File: src/rtl/vga_pkg.sv
// Shared constants and types for the VGA ball renderer.
// Timing defaults, colour levels and FSM encoding.
package vga_pkg;

   localparam int DEF_ACTIVE_COLS = 640;
   localparam int DEF_ACTIVE_ROWS = 480;
   localparam int DEF_TOTAL_COLS  = 800;
   localparam int DEF_TOTAL_ROWS  = 525;

   localparam logic [2:0] BLACK    = 3'b000;
   localparam logic [2:0] WHITE    = 3'b111;
   localparam logic [2:0] GRID_GRN = 3'b010;
   localparam logic [2:0] BG_BLU   = 3'b001;

   typedef enum logic [1:0] {
      S_DRAW   = 2'd0,
      S_MOVE_X = 2'd1,
      S_MOVE_Y = 2'd2
   } state_t;

   typedef struct packed {
      logic [2:0] red;
      logic [2:0] grn;
      logic [2:0] blu;
   } rgb_t;

endpackage

File: src/rtl/ball_axis_mover.sv
// One axis of ball motion: position, direction and bounce flag.
// Moves by SPEED when enabled and reflects off 0 and LIMIT-SIZE.
module ball_axis_mover #(
   parameter int LIMIT    = 640,
   parameter int SIZE     = 8,
   parameter int SPEED    = 2,
   parameter int INIT     = 128,
   parameter bit INIT_NEG = 1'b0
) (
   input  logic       clk,
   input  logic       rst_n,
   input  logic       move,
   input  logic       clr,
   output logic [9:0] pos,
   output logic       flag_nxt
);

   localparam logic [10:0] MAX_POS = 11'(LIMIT - SIZE);
   localparam logic [10:0] SPD     = 11'(SPEED);

   logic        neg;
   logic        flag;
   logic        hit;
   logic [10:0] cur;
   logic [10:0] fwd;
   logic [10:0] nxt_pos;

   assign cur = {1'b0, pos};
   assign fwd = cur + SPD;

   // 11-bit compares keep both walls wrap-free
   always_comb begin
      hit     = 1'b0;
      nxt_pos = cur;
      if (neg) begin
         hit     = (cur <= SPD);
         nxt_pos = hit ? 11'd0 : cur - SPD;
      end else begin
         hit     = (fwd >= MAX_POS);
         nxt_pos = hit ? MAX_POS : fwd;
      end
   end

   always_comb begin
      flag_nxt = flag;
      if (clr)
         flag_nxt = 1'b0;
      else if (move && hit)
         flag_nxt = 1'b1;
   end

   always_ff @(posedge clk or negedge rst_n) begin
      if (!rst_n) begin
         pos  <= 10'(INIT);
         neg  <= INIT_NEG;
         flag <= 1'b0;
      end else begin
         flag <= flag_nxt;
         if (move) begin
            pos <= nxt_pos[9:0];
            if (hit)
               neg <= ~neg;
         end
      end
   end

endmodule

File: src/rtl/vga_ball_renderer.sv
// Draws a bouncing square ball over a grid between sync and porch stages.
// Video and sync are registered together so they stay column-aligned.
module vga_ball_renderer
   import vga_pkg::*;
#(
   parameter int ACTIVE_COLS = DEF_ACTIVE_COLS,
   parameter int ACTIVE_ROWS = DEF_ACTIVE_ROWS,
   parameter int BALL_SIZE   = 8,
   parameter int SPEED       = 2,
   parameter int INIT_X      = 128,
   parameter int INIT_Y      = 128,
   parameter bit INIT_X_NEG  = 1'b0,
   parameter bit INIT_Y_NEG  = 1'b0
) (
   input  logic       i_Clk,
   input  logic       i_Rst_L,
   input  logic       i_HSync,
   input  logic       i_VSync,
   input  logic [9:0] i_Col_Count,
   input  logic [9:0] i_Row_Count,
   output logic       o_HSync,
   output logic       o_VSync,
   output logic [2:0] o_Red_Video,
   output logic [2:0] o_Grn_Video,
   output logic [2:0] o_Blu_Video,
   output logic       o_Bounce
);

   localparam logic [10:0] SZ = 11'(BALL_SIZE);

   state_t      state;
   state_t      state_nxt;
   logic        trig;
   logic        move_x;
   logic        move_y;
   logic        clr;
   logic        bounce_now;
   logic [9:0]  pos_x;
   logic [9:0]  pos_y;
   logic        fx_nxt;
   logic        fy_nxt;
   logic [10:0] col_w;
   logic [10:0] row_w;
   logic        in_ball;
   logic        grid;
   rgb_t        pix;

   // First blanking line, column 0: once per frame
   assign trig = (i_Row_Count == 10'(ACTIVE_ROWS)) &&
                 (i_Col_Count == 10'd0);

   always_ff @(posedge i_Clk or negedge i_Rst_L) begin
      if (!i_Rst_L)
         state <= S_DRAW;
      else
         state <= state_nxt;
   end

   always_comb begin
      state_nxt = state;
      unique case (state)
         S_DRAW:   if (trig) state_nxt = S_MOVE_X;
         S_MOVE_X: state_nxt = S_MOVE_Y;
         S_MOVE_Y: state_nxt = S_DRAW;
         default:  state_nxt = S_DRAW;
      endcase
   end

   always_comb begin
      move_x     = (state == S_MOVE_X);
      move_y     = (state == S_MOVE_Y);
      clr        = (state == S_DRAW) && trig;
      bounce_now = move_y;
   end

   ball_axis_mover #(
      .LIMIT(ACTIVE_COLS), .SIZE(BALL_SIZE), .SPEED(SPEED),
      .INIT(INIT_X), .INIT_NEG(INIT_X_NEG)
   ) u_x (
      .clk(i_Clk), .rst_n(i_Rst_L), .move(move_x), .clr(clr),
      .pos(pos_x), .flag_nxt(fx_nxt)
   );

   ball_axis_mover #(
      .LIMIT(ACTIVE_ROWS), .SIZE(BALL_SIZE), .SPEED(SPEED),
      .INIT(INIT_Y), .INIT_NEG(INIT_Y_NEG)
   ) u_y (
      .clk(i_Clk), .rst_n(i_Rst_L), .move(move_y), .clr(clr),
      .pos(pos_y), .flag_nxt(fy_nxt)
   );

   assign col_w = {1'b0, i_Col_Count};
   assign row_w = {1'b0, i_Row_Count};

   always_comb begin
      in_ball = (col_w >= {1'b0, pos_x}) &&
                (col_w <  {1'b0, pos_x} + SZ) &&
                (row_w >= {1'b0, pos_y}) &&
                (row_w <  {1'b0, pos_y} + SZ);
      grid    = (i_Col_Count[2:0] == 3'd0) ||
                (i_Row_Count[2:0] == 3'd0);
   end

   always_comb begin
      pix = '{red: BLACK, grn: BLACK, blu: BLACK};
      if (i_HSync && i_VSync) begin
         if (in_ball)
            pix = '{red: WHITE, grn: WHITE, blu: WHITE};
         else if (grid)
            pix.grn = GRID_GRN;
         else
            pix.blu = BG_BLU;
      end
   end

   always_ff @(posedge i_Clk or negedge i_Rst_L) begin
      if (!i_Rst_L) begin
         o_HSync     <= 1'b0;
         o_VSync     <= 1'b0;
         o_Red_Video <= BLACK;
         o_Grn_Video <= BLACK;
         o_Blu_Video <= BLACK;
         o_Bounce    <= 1'b0;
      end else begin
         o_HSync     <= i_HSync;
         o_VSync     <= i_VSync;
         o_Red_Video <= pix.red;
         o_Grn_Video <= pix.grn;
         o_Blu_Video <= pix.blu;
         o_Bounce    <= bounce_now && (fx_nxt || fy_nxt);
      end
   end

endmodule

File: config.mk
export PLATFORM = sky130hd
export DESIGN_NAME = vga_ball_renderer
export DESIGN_NICKNAME = d
export VERILOG_FILES = /design/src/rtl/vga_pkg.sv /design/src/rtl/ball_axis_mover.sv /design/src/rtl/vga_ball_renderer.sv
export SDC_FILE = /design/constraint.sdc
export NUM_CORES = 1
export LEC_CHECK = 0
export BUFFER_PORTS_ARGS = -buffer_cell sky130_fd_sc_hd__buf_2
export CORE_MARGIN = 2
export CORE_UTILIZATION = 25
export DETAILED_ROUTE_END_ITERATION = 12
export GPL_ROUTABILITY_DRIVEN = 0
export GPL_TIMING_DRIVEN = 0
export SETUP_SLACK_MARGIN = 0.1
export SKIP_LAST_GASP = 1
export SLEW_MARGIN = 20
export SYNTH_ARGS = -nofsm -noshare
export SYNTH_HDL_FRONTEND = slang
export SYNTH_SLANG_ARGS = --single-unit
File: constraint.sdc
create_clock -name i_Clk -period 6 [get_ports i_Clk]
set_input_delay 0.3 -clock i_Clk [delete_from_list [all_inputs] [get_ports i_Clk]]
set_output_delay 0.3 -clock i_Clk [all_outputs]
set_load 0.005 [all_outputs]
==> results of run 1 <==
[worst max-delay path: cells and delay by family, from the launching register on]
| kind | cells | cell delay (ps) |
|---|---|---|
| AO/OA/AOI/OAI | 3 | 650 |
| XOR/XNOR | 1 | 150 |
| adder cells (fa/ha/maj) | 2 | 510 |
| buffers and inverters | 1 | 180 |
| flip-flops | 1 | 570 |
| AND/OR/NAND/NOR | 3 | 820 |
[registers in the layout (all words and copies together) (netlist names)]
| signal | cells |
|---|---|
| o_Grn_Video | 1 |
| u_y.flag | 1 |
| u_x.neg | 1 |
| u_y.neg | 1 |
| state | 2 |
| o_Blu_Video | 2 |
| o_Bounce | 1 |
| o_VSync | 1 |
| o_HSync | 1 |
| u_x.flag | 1 |
| u_y.pos | 9 |
| u_x.pos | 9 |
[placed cells by master, fill, tap and decap left out, types with 3 or more instances in the layout]
cell type   n
o311ai_0    4
a22o_1      3
a211oi_1    4
o31ai_1     4
a21oi_1    19
ha_1       42
dfrtp_1    28
o211ai_1    3
nand4_1     7
clkbuf_16   5
nand3_1    11
o21a_1      3
nor2_1     23
inv_1      26
nand2b_1    6
xnor2_1    24
nor4_1      4
nor3_1     15
a22oi_1     4
clkbuf_1    4
buf_4      11
o21ai_0    35
nand2_1    30
o21ai_1     5
or3_1       3
buf_2      43
o21bai_1    3
[path summary, 6_finish.rpt]
path / slack (ps) / startpoint / depth (start not counted) / end
max: 3060 / u_y.pos[3]$_DFFE_PN0P_ / 10 / o_Grn_Video[1]$_DFF_PN0_
min: 80 / i_Rst_L / 1 / u_y.pos[5]$_DFFE_PN0P_
max reg2reg: 3060 / u_y.pos[3]$_DFFE_PN0P_ / 10 / o_Grn_Video[1]$_DFF_PN0_
min reg2reg: 530 / u_x.flag$_DFF_PN0_ / 2 / u_x.flag$_DFF_PN0_
max in group asynchronous: 5440 / i_Rst_L / 1 / u_x.pos[1]$_DFFE_PN0P_
min in group i_Clk: 160 / i_VSync / 1 / o_VSync$_DFF_PN0_
[power by group]
part           internal [mW]  switching (mW)
registers              0.204        0.000501
clock network          0.164          0.0970
logic                 0.0216          0.0273
[synth_stat cells, types with 3 or more instances]
| master | instances |
|---|---|
| a21oi_1 | 19 |
| nor3_1 | 15 |
| dfrtp_1 | 28 |
| xnor2_1 | 24 |
| o21a_1 | 3 |
| buf_4 | 11 |
| nand4_1 | 7 |
| o31ai_1 | 4 |
| o21ai_1 | 5 |
| inv_1 | 26 |
| a22o_1 | 3 |
| ha_1 | 42 |
| o21ai_0 | 35 |
| a211oi_1 | 4 |
| o21bai_1 | 3 |
| nand3_1 | 11 |
| o211ai_1 | 3 |
| nand2_1 | 30 |
| clkbuf_1 | 4 |
| buf_2 | 8 |
| a22oi_1 | 4 |
| nor2_1 | 23 |
| nor4_1 | 4 |
| or3_1 | 3 |
| o311ai_0 | 4 |
| nand2b_1 | 6 |
[routing by layer]
layer  part of all wire (%)  global-route usage (%)  up-vias
met4                   0.42                    1.98        0
met1                     46                    17.1     1439
met5                      0                       0        -
met3                    4.0                    2.13        4
li1                       -                       -     1460
met2                     50                    22.3       64
[layout make-up]
type,instances,area (µm²)
Buffer,26,159
Fill cell,1274,8480
Inverter,27,101
Multi-Input combinational cell,296,2130
Clock buffer,6,139
Timing Repair Buffer,35,175
Tap cell,168,210
Sequential cell,30,753
Clock inverter,2,12.5
[cell families (layout without fill, tap and decap cells)]
kind of cell             count (synthesis)  after routing  share of synthesized area (%)
adder cells (fa/ha/maj)                 42             42                           16.7
buffers and inverters                   53             96                           8.27
AO/OA/AOI/OAI                          112            112                           24.4
flip-flops                              30             30                           23.9
multiplexers                             1              1                          0.318
XOR/XNOR                                24             24                           6.68
AND/OR/NAND/NOR                        117            117                           19.7
==> impl_metrics.ini, run 1 <==
[power_and_ir_drop]
worst_ir_drop_vdd_uv = 96.0
leakagePower_nw = 1.60
power_density_nw_per_um2 = 140
p_total_mw = 0.515

[detailed_routing]
wl_per_cell_um = 14.4
drcViolationCount = 0
wirelength_um = 8510
vias = 2967
vias_per_cell = 5.03
antenna_left = 0
drt_iter0_markers = 177
firstDrtPassIters = 4

[cells_and_area]
final_cells = 590
finalNetCount = 487
syn_to_final_growth_pct = 17.1
diodes = 0
fin_area_um2 = 3680
final_util_pct = 30.3
layout-drive-gt1-share_pct = 18.5

[die]
start_util_pct = 25.9
die_area_um2 = 13500
die-width_um = 116
core_area_um2 = 12200
rows = 40
die_h_um = 116
ios = 36

[grt]
overflow = 0
grt_antenna_before_repair = 0
grt_pass1_vias = 2853
grt_pass1_wl_um = 14000
grt_usage_pct = 12.8
grt_max_degree = 31

[synth]
yosys.area.top_type = dfrtp_1
synthTopCellsByArea = dfrtp_1, ha_1, xnor2_1, o21ai_0, nand2_1
seq_area_frac_synth_pct = 23.9
syn-cell-area_um2 = 3150
netlist_instances = 379
synth_top_area_share_pct = 22.3
synth.avg_cell_area_um2 = 8.31
synth.distinct_cells = 64
synthesis.nets = 445
synth_flop_cell = dfrtp_1
synth_edf_count = 0
synth_seq_cells = 30
synthArstFlopShare_pct = 100
yosysWarnings = 0

[job]
maxCapViolCount = 0

[sta]
period_minus_slack_ps = 2940
rsz0062_at_grt = false
tns_ps = 0
finClkSkew_ps = 9.11
finalHoldViolCount = 0
slew_viol_final = 0
finalSetupViolCount = 0
relSlewSlack_pct = 50.9
fmax_mhz = 340
worst_slack_ps = 3060
finalCritPeriodShare_pct = 49.1
worstMarginPinSlew_ps = 737
worst_hold_slack_ps = 76.2

[critical_path]
endpoint_kind = register
worstSetupPathType = register to register
crit_arrival_ps = 3140
cpPeakStageDelay_ps = 570
cp.required_ps = 6200
critPathMaxFanout = 8
crit_chain = ha_1 > buf_2 > nand3_1 > xnor2_1 > ha_1 > and4_1 > a221oi_1 > a21oi_1 > nor4b_2 > o21bai_1
worst_path_max_delay_cell = dfrtp_1
cp-start-kind = register
crit_top_cell = ha_1

[place]
place_area_um2 = 3530
dp_hpwl_um = 6680
dp_slack_ps = 3050
place_inst = 582
port_buffers = 35

[clock_network]
numCtsBuffers = 5
post-cts-setup-buffer-count = 0
clockRootBuffer = clkbuf_16
htree_levels = 2
cts_resized = 0
insertion_delay_ps = 280
cts_hold_buffers = 0
clkSlewWorstSetupHoldPaths_ps = 60
cts.sinks = 30
clock_path_buffers = 2
cts_tree = done

[min_path]
hp-class = input pin to async pin

[status]
status = finished clean
No activity file was read; power rests on OpenSTA's default activity.
==> run 2: changes to the inputs <==
--- a/config.mk
+++ b/config.mk
@@ -5,6 +5,7 @@
 export SDC_FILE = /design/constraint.sdc
 export NUM_CORES = 1
 export LEC_CHECK = 0
+export ABC_AREA = 1
 export BUFFER_PORTS_ARGS = -buffer_cell sky130_fd_sc_hd__buf_2
 export CORE_MARGIN = 2
 export CORE_UTILIZATION = 25
==> constraint.sdc (replaced) <==
create_clock -name i_Clk -period 2.6 [get_ports i_Clk]
set_input_delay 0.13 -clock i_Clk [delete_from_list [all_inputs] [get_ports i_Clk]]
set_output_delay 0.13 -clock i_Clk [all_outputs]
set_load 0.005 [all_outputs]
==> run 2 against run 1 <==
- setup slack lost 2800 ps
- area after synthesis shrank 2.9%
- first-iteration DRC count shrank 11%
- core utilization is essentially flat
- power grew 150%
- register-to-register slack lost 2800 ps
- combinational power grew 130%
- sequential cell count is the same
- clock power grew to 2.6 times the previous value
- clock skew shrank 3.9 ps
- final area shrank 1.7%
- wire length shrank 10%
==> impl_metrics.ini, run 2 <==
[critical_path]
crit_chain = nand2_2 > inv_1 > nand2_1 > xor2_1 > ha_1 > nand2_1 > or3b_2 > nor3_2 > nor3_2 > nand4_1 > o21ai_1
worstSetupPathType = register to register
cp_top_family = simple AND/OR/NAND/NOR gates
crit_arrival_ps = 2470
worst_path_max_delay_cell = dfrtp_1
cp-start-kind = register
cp.required_ps = 2750
crit_start = u_x.pos[4]$_DFFE_PN0P_
critPathBufInv = 1
cpPeakStageDelay_ps = 460
critPathMaxFanout = 6
r2r_start = u_x.pos[4]$_DFFE_PN0P_
endpoint_kind = register

[status]
status = finished clean

[synth]
seq_area_frac_synth_pct = 24.7
synth.most_common_cell = nand2_1
synth_edf_count = 0
synth_seq_cells = 30
yosys.area.top_type = dfrtp_1
netlist_instances = 410
synth.avg_cell_area_um2 = 7.45
synthTopCellsByArea = dfrtp_1, ha_1, nand2_1, xor2_1, inv_1
synth_commonest_cells = nand2_1, ha_1, inv_1
synth_flop_cell = dfrtp_1
synth.distinct_cells = 41
yosysWarnings = 0
synth_top_area_share_pct = 22.9
synthesis.nets = 476
syn-cell-area_um2 = 3060
synthArstFlopShare_pct = 100

[clock_network]
cts_tree = done
insertion_delay_ps = 270
htree_levels = 2
numCtsBuffers = 5
clock_path_buffers = 2
clockRootBuffer = clkbuf_16
post-cts-setup-buffer-count = 0
cts.sinks = 30
clkSlewWorstSetupHoldPaths_ps = 50

[die]
die-width_um = 115
start_util_pct = 25.5
rows = 40
core_area_um2 = 12000
ios = 36
die_area_um2 = 13100
die_h_um = 115

[detailed_routing]
wirelength_um = 7630
vias_per_cell = 4.78
wl_per_cell_um = 12.7
antenna_left = 0
vias = 2878
firstDrtPassIters = 4
drcViolationCount = 0
drt_iter0_markers = 157

[place]
place_area_um2 = 3410
place_inst = 592
port_buffers = 35
dp_hpwl_um = 6030

[sta]
fmax_mhz = 431
slew_viol_final = 0
finalHoldViolCount = 0
worstMarginPinSlew_ps = 691
tns_ps = 0
relSlewSlack_pct = 54.0
finClkSkew_ps = 5.22
period_minus_slack_ps = 2320
worst_hold_slack_ps = 5.21
finalCritPeriodShare_pct = 89.2
rsz0062_at_grt = false
finalSetupViolCount = 0

[cells_and_area]
finalNetCount = 520
final_cells = 602
final_util_pct = 30.3
syn_to_final_growth_pct = 18.5
n_fill_cell = 1254
reg_top3 = u_x.pos: 9 flops, u_y.pos: 9 flops
diodes = 0
layout-drive-gt1-share_pct = 19.8
fin_area_um2 = 3620
final_cell_mix = nand2_1, ha_1, inv_1, buf_2, nor2_1
layout_commonest_cell = nand2_1

[grt]
grt_pass1_wl_um = 12700
grt_max_degree = 31
overflow = 0
grt_pass1_vias = 2747
grt_usage_pct = 11.8
grt_antenna_before_repair = 0

[power_and_ir_drop]
worst_ir_drop_vdd_uv = 175
leakagePower_nw = 1.75
power_density_nw_per_um2 = 349

[job]
maxCapViolCount = 0

[min_path]
hp-class = input pin to register
hold_start = i_HSync
-- run 2: cell count changes in the layout (fill, tap and decap cells not counted), sizes merged, moves of 13 or more --
| cell | change |
|---|---|
| inv | +18 |
| xnor2 | -22 |
| o21ai | -13 |
| nand2 | +60 |
| xor2 | +25 |
| nor2 | +14 |
-- run 2: logic make-up (layout without fill, tap and decap cells) --
| family | Yosys count | count (layout) | share of synthesized area [%] |
|---|---|---|---|
| AO/OA/AOI/OAI | 73 | 73 | 13.6 |
| XOR/XNOR | 27 | 27 | 7.99 |
| adder cells (fa/ha/maj) | 42 | 42 | 17.2 |
| buffers and inverters | 58 | 103 | 8.39 |
| flip-flops | 30 | 30 | 24.7 |
| AND/OR/NAND/NOR | 180 | 180 | 28.2 |
-- run 2: final timing paths --
path | endpoint | slack, ps | cells after the start
min in group asynchronous | u_x.pos[8]$_DFFE_PN0P_ | 440 | 2
min reg2reg | u_y.flag$_DFF_PN0_ | 550 | 4
max reg2reg | o_Blu_Video[0]$_DFF_PN0_ | 280 | 11
max | o_Blu_Video[0]$_DFF_PN0_ | 280 | 11
min | o_HSync$_DFF_PN0_ | 5 | 1
max in group asynchronous | u_y.pos[3]$_DFFE_PN0P_ | 1670 | 2
-- run 2: layout make-up --
| class | instances | area, µm² | share of cell area [%] |
|---|---|---|---|
| clock buffer | 7 | 143 | 3.94 |
| multi-input combinational | 322 | 2060 | 56.8 |
| sequential | 30 | 754 | 20.8 |
| tap | 147 | 184 | 5.08 |
| timing repair buffer | 37 | 195 | 5.39 |
| clock inverter | 1 | 30.0 | 0.829 |
| buffer | 12 | 82.6 | 2.28 |
| inverter | 46 | 174 | 4.80 |
-- run 2: metrics by stage --
step / setup WS, ps / power (mW)
2_1_floorplan: 491 / 0.535
3_3_place_gp: 298 / 0.587
3_5_place_dp: 258 / 0.592
4_1_cts: 252 / 1.27
5_1_grt: 104 / 1.31
6_report: 281 / 1.26
-- run 2: power by group --
part | switching (mW) | internal (mW)
Clock | 0.198 | 0.478
Combinational | 0.0649 | 0.0505
Sequential | 0.000849 | 0.471
-- run 2: worst register-to-register path: stages, from the launching register on --
cell     delay (ps)
dfrtp_1         460
nand2_2         130
inv_1            90
nand2_1         100
xor2_1          170
ha_1            290
nand2_1          60
or3b_2          450
nor3_2          180
nor3_2           70
nand4_1         110
o21ai_1          90
-- run 2: metal layers --
metal	vias up	part of all wire (%)	track usage, %
met5	-	0	0
met4	0	2.3	4.88
met3	15	3.4	1.01
met2	81	46	20.0
met1	1320	48	15.3
li1	1462	-	-
-- run 2: what timing repair did --
| item | in CTS | in global routing |
|---|---|---|
| endpoints found under the setup margin | 0 | 3 |
| hold buffers | 2 | 0 |
| endpoints found under the hold margin | 29 | 0 |
| resized for setup | 0 | 4 |
==> run 3: changes to the inputs <==
--- a/config.mk
+++ b/config.mk
@@ -7,7 +7,6 @@
 export LEC_CHECK = 0
 export ABC_AREA = 1
 export BUFFER_PORTS_ARGS = -buffer_cell sky130_fd_sc_hd__buf_2
-export CORE_MARGIN = 2
 export CORE_UTILIZATION = 25
 export DETAILED_ROUTE_END_ITERATION = 12
 export GPL_ROUTABILITY_DRIVEN = 0
==> run 3 against run 2 <==
- maximum frequency rose by 1.5%
- combinational power barely moved
- register-to-register slack improved by 30 ps
- power rose by 0.42%
- final area did not move
- die area fell by 3.5%
- via count fell by 0.14%
- core utilization did not move
- wire length fell by 2.5%
- non-clock buffer count did not move
- first-iteration DRC count fell by 16%
- critical path depth rose by 1
==> impl_metrics.ini, run 3 (synthesis gave the netlist of run 2 again) <==
[grt]
grt_usage_pct = 12.6
grt_max_degree = 31
grt_pass1_vias = 2768
overflow = 0
grt_antenna_before_repair = 0
grt_pass1_wl_um = 13000

[sta]
finClkSkew_ps = 6.13
worst_hold_slack_ps = 7.78
finalCritPeriodShare_pct = 87.9
tns_ps = 0
worst_slack_ps = 315
worstMarginPinSlew_ps = 681
rsz0062_at_grt = false
relSlewSlack_pct = 54.6
finalHoldViolCount = 0
slew_viol_final = 0
fmax_mhz = 438
finalSetupViolCount = 0
period_minus_slack_ps = 2290

[cells_and_area]
syn_to_final_growth_pct = 18.5
final_cells = 602
layout_commonest_cell = nand2_1
n_fill_cell = 1269
layout-drive-gt1-share_pct = 19.8
diodes = 0
final_util_pct = 30.3
fin_area_um2 = 3620
finalNetCount = 520
reg_top3 = u_x.pos: 9 flops, u_y.pos: 9 flops
final_cell_mix = nand2_1, ha_1, inv_1, buf_2, nor2_1

[clock_network]
cts.sinks = 30
post-cts-setup-buffer-count = 0
cts_tree = done
clkSlewWorstSetupHoldPaths_ps = 50
clock_path_buffers = 2
numCtsBuffers = 5
insertion_delay_ps = 280
clockRootBuffer = clkbuf_16
htree_levels = 2

[place]
port_buffers = 35
dp_slack_ps = 260
place_inst = 592
dp_hpwl_um = 5980
place_area_um2 = 3410

[critical_path]
cp.required_ps = 2760
cpPeakStageDelay_ps = 450
critPathBufInv = 2
critPathMaxFanout = 9
worst_path_max_delay_cell = or3b_2
cp_top_family = simple AND/OR/NAND/NOR gates
crit_chain = buf_6 > nand2_2 > inv_1 > nand2_1 > xor2_1 > ha_1 > nand2_1 > or3b_2 > nor3_2 > nor3_1 > nand4_1 > o21ai_1
cp-start-kind = register
crit_arrival_ps = 2440
endpoint_kind = register
worstSetupPathType = register to register
crit_top_cell = nand2_1

[power_and_ir_drop]
power_density_nw_per_um2 = 350
p_total_mw = 1.27
leakagePower_nw = 1.74
worst_ir_drop_vdd_uv = 241

[detailed_routing]
firstDrtPassIters = 4
antenna_left = 0
wl_per_cell_um = 12.3
drt_iter0_markers = 132
vias = 2874
vias_per_cell = 4.77
wirelength_um = 7430
drcViolationCount = 0

[die]
die-width_um = 113
die_h_um = 113
ios = 36
die_area_um2 = 12700
start_util_pct = 25.5
rows = 40
core_area_um2 = 12000

[status]
status = finished clean

[job]
maxCapViolCount = 0

[min_path]
hp-class = input pin to register
[run 3: worst paths after layout]
| kind | from | endpoint | slack, ps | cells past startpoint |
|---|---|---|---|---|
| max | u_x.pos[5]$_DFFE_PN0P_ | o_Blu_Video[0]$_DFF_PN0_ | 310 | 12 |
| min | i_HSync | o_HSync$_DFF_PN0_ | 8 | 1 |
| max reg2reg | u_x.pos[5]$_DFFE_PN0P_ | o_Blu_Video[0]$_DFF_PN0_ | 310 | 12 |
| min reg2reg | u_y.flag$_DFF_PN0_ | u_y.flag$_DFF_PN0_ | 550 | 4 |
| max in group asynchronous | i_Rst_L | u_y.pos[3]$_DFFE_PN0P_ | 1680 | 2 |
| min in group asynchronous | i_Rst_L | u_x.pos[8]$_DFFE_PN0P_ | 430 | 2 |
[run 3: worst reg2reg max path: stages (launching register included)]
cell     delay, ps
dfrtp_1        340
buf_6          150
nand2_2         90
inv_1           80
nand2_1         90
xor2_1         160
ha_1           300
nand2_1         60
or3b_2         450
nor3_2         160
nor3_1          70
nand4_1        150
o21ai_1         90
[run 3: final cells by class]
cell class | instances | area (µm²) | area share (%)
Multi-Input combinational cell | 322 | 2050 | 56.7
Sequential cell | 30 | 756 | 20.9
Timing Repair Buffer | 37 | 195 | 5.39
Tap cell | 147 | 184 | 5.08
Inverter | 46 | 174 | 4.80
Clock buffer | 7 | 143 | 3.94
Buffer | 12 | 86.3 | 2.38
Clock inverter | 1 | 30.0 | 0.829
[run 3: what timing repair did]
item                                   4_1_cts  5_1_grt
setup endpoints to repair                    0        3
resized for setup                            0        5
endpoints found under the hold margin       29        0
hold buffers                                 2        0
[run 3: layer usage]
layer	GRT usage [%]	up-vias	share of wire (%)
met5	0	-	0
met1	16.8	1338	48
met2	21.1	63	47
met4	3.73	0	1.3
li1	-	1465	-
met3	1.57	8	3.5
[run 3: power breakdown]
part | switching, mW | internal [mW] | total (mW)
Sequential | 0.000859 | 0.471 | 0.472
Combinational | 0.0642 | 0.0499 | 0.114
Clock | 0.204 | 0.478 | 0.682
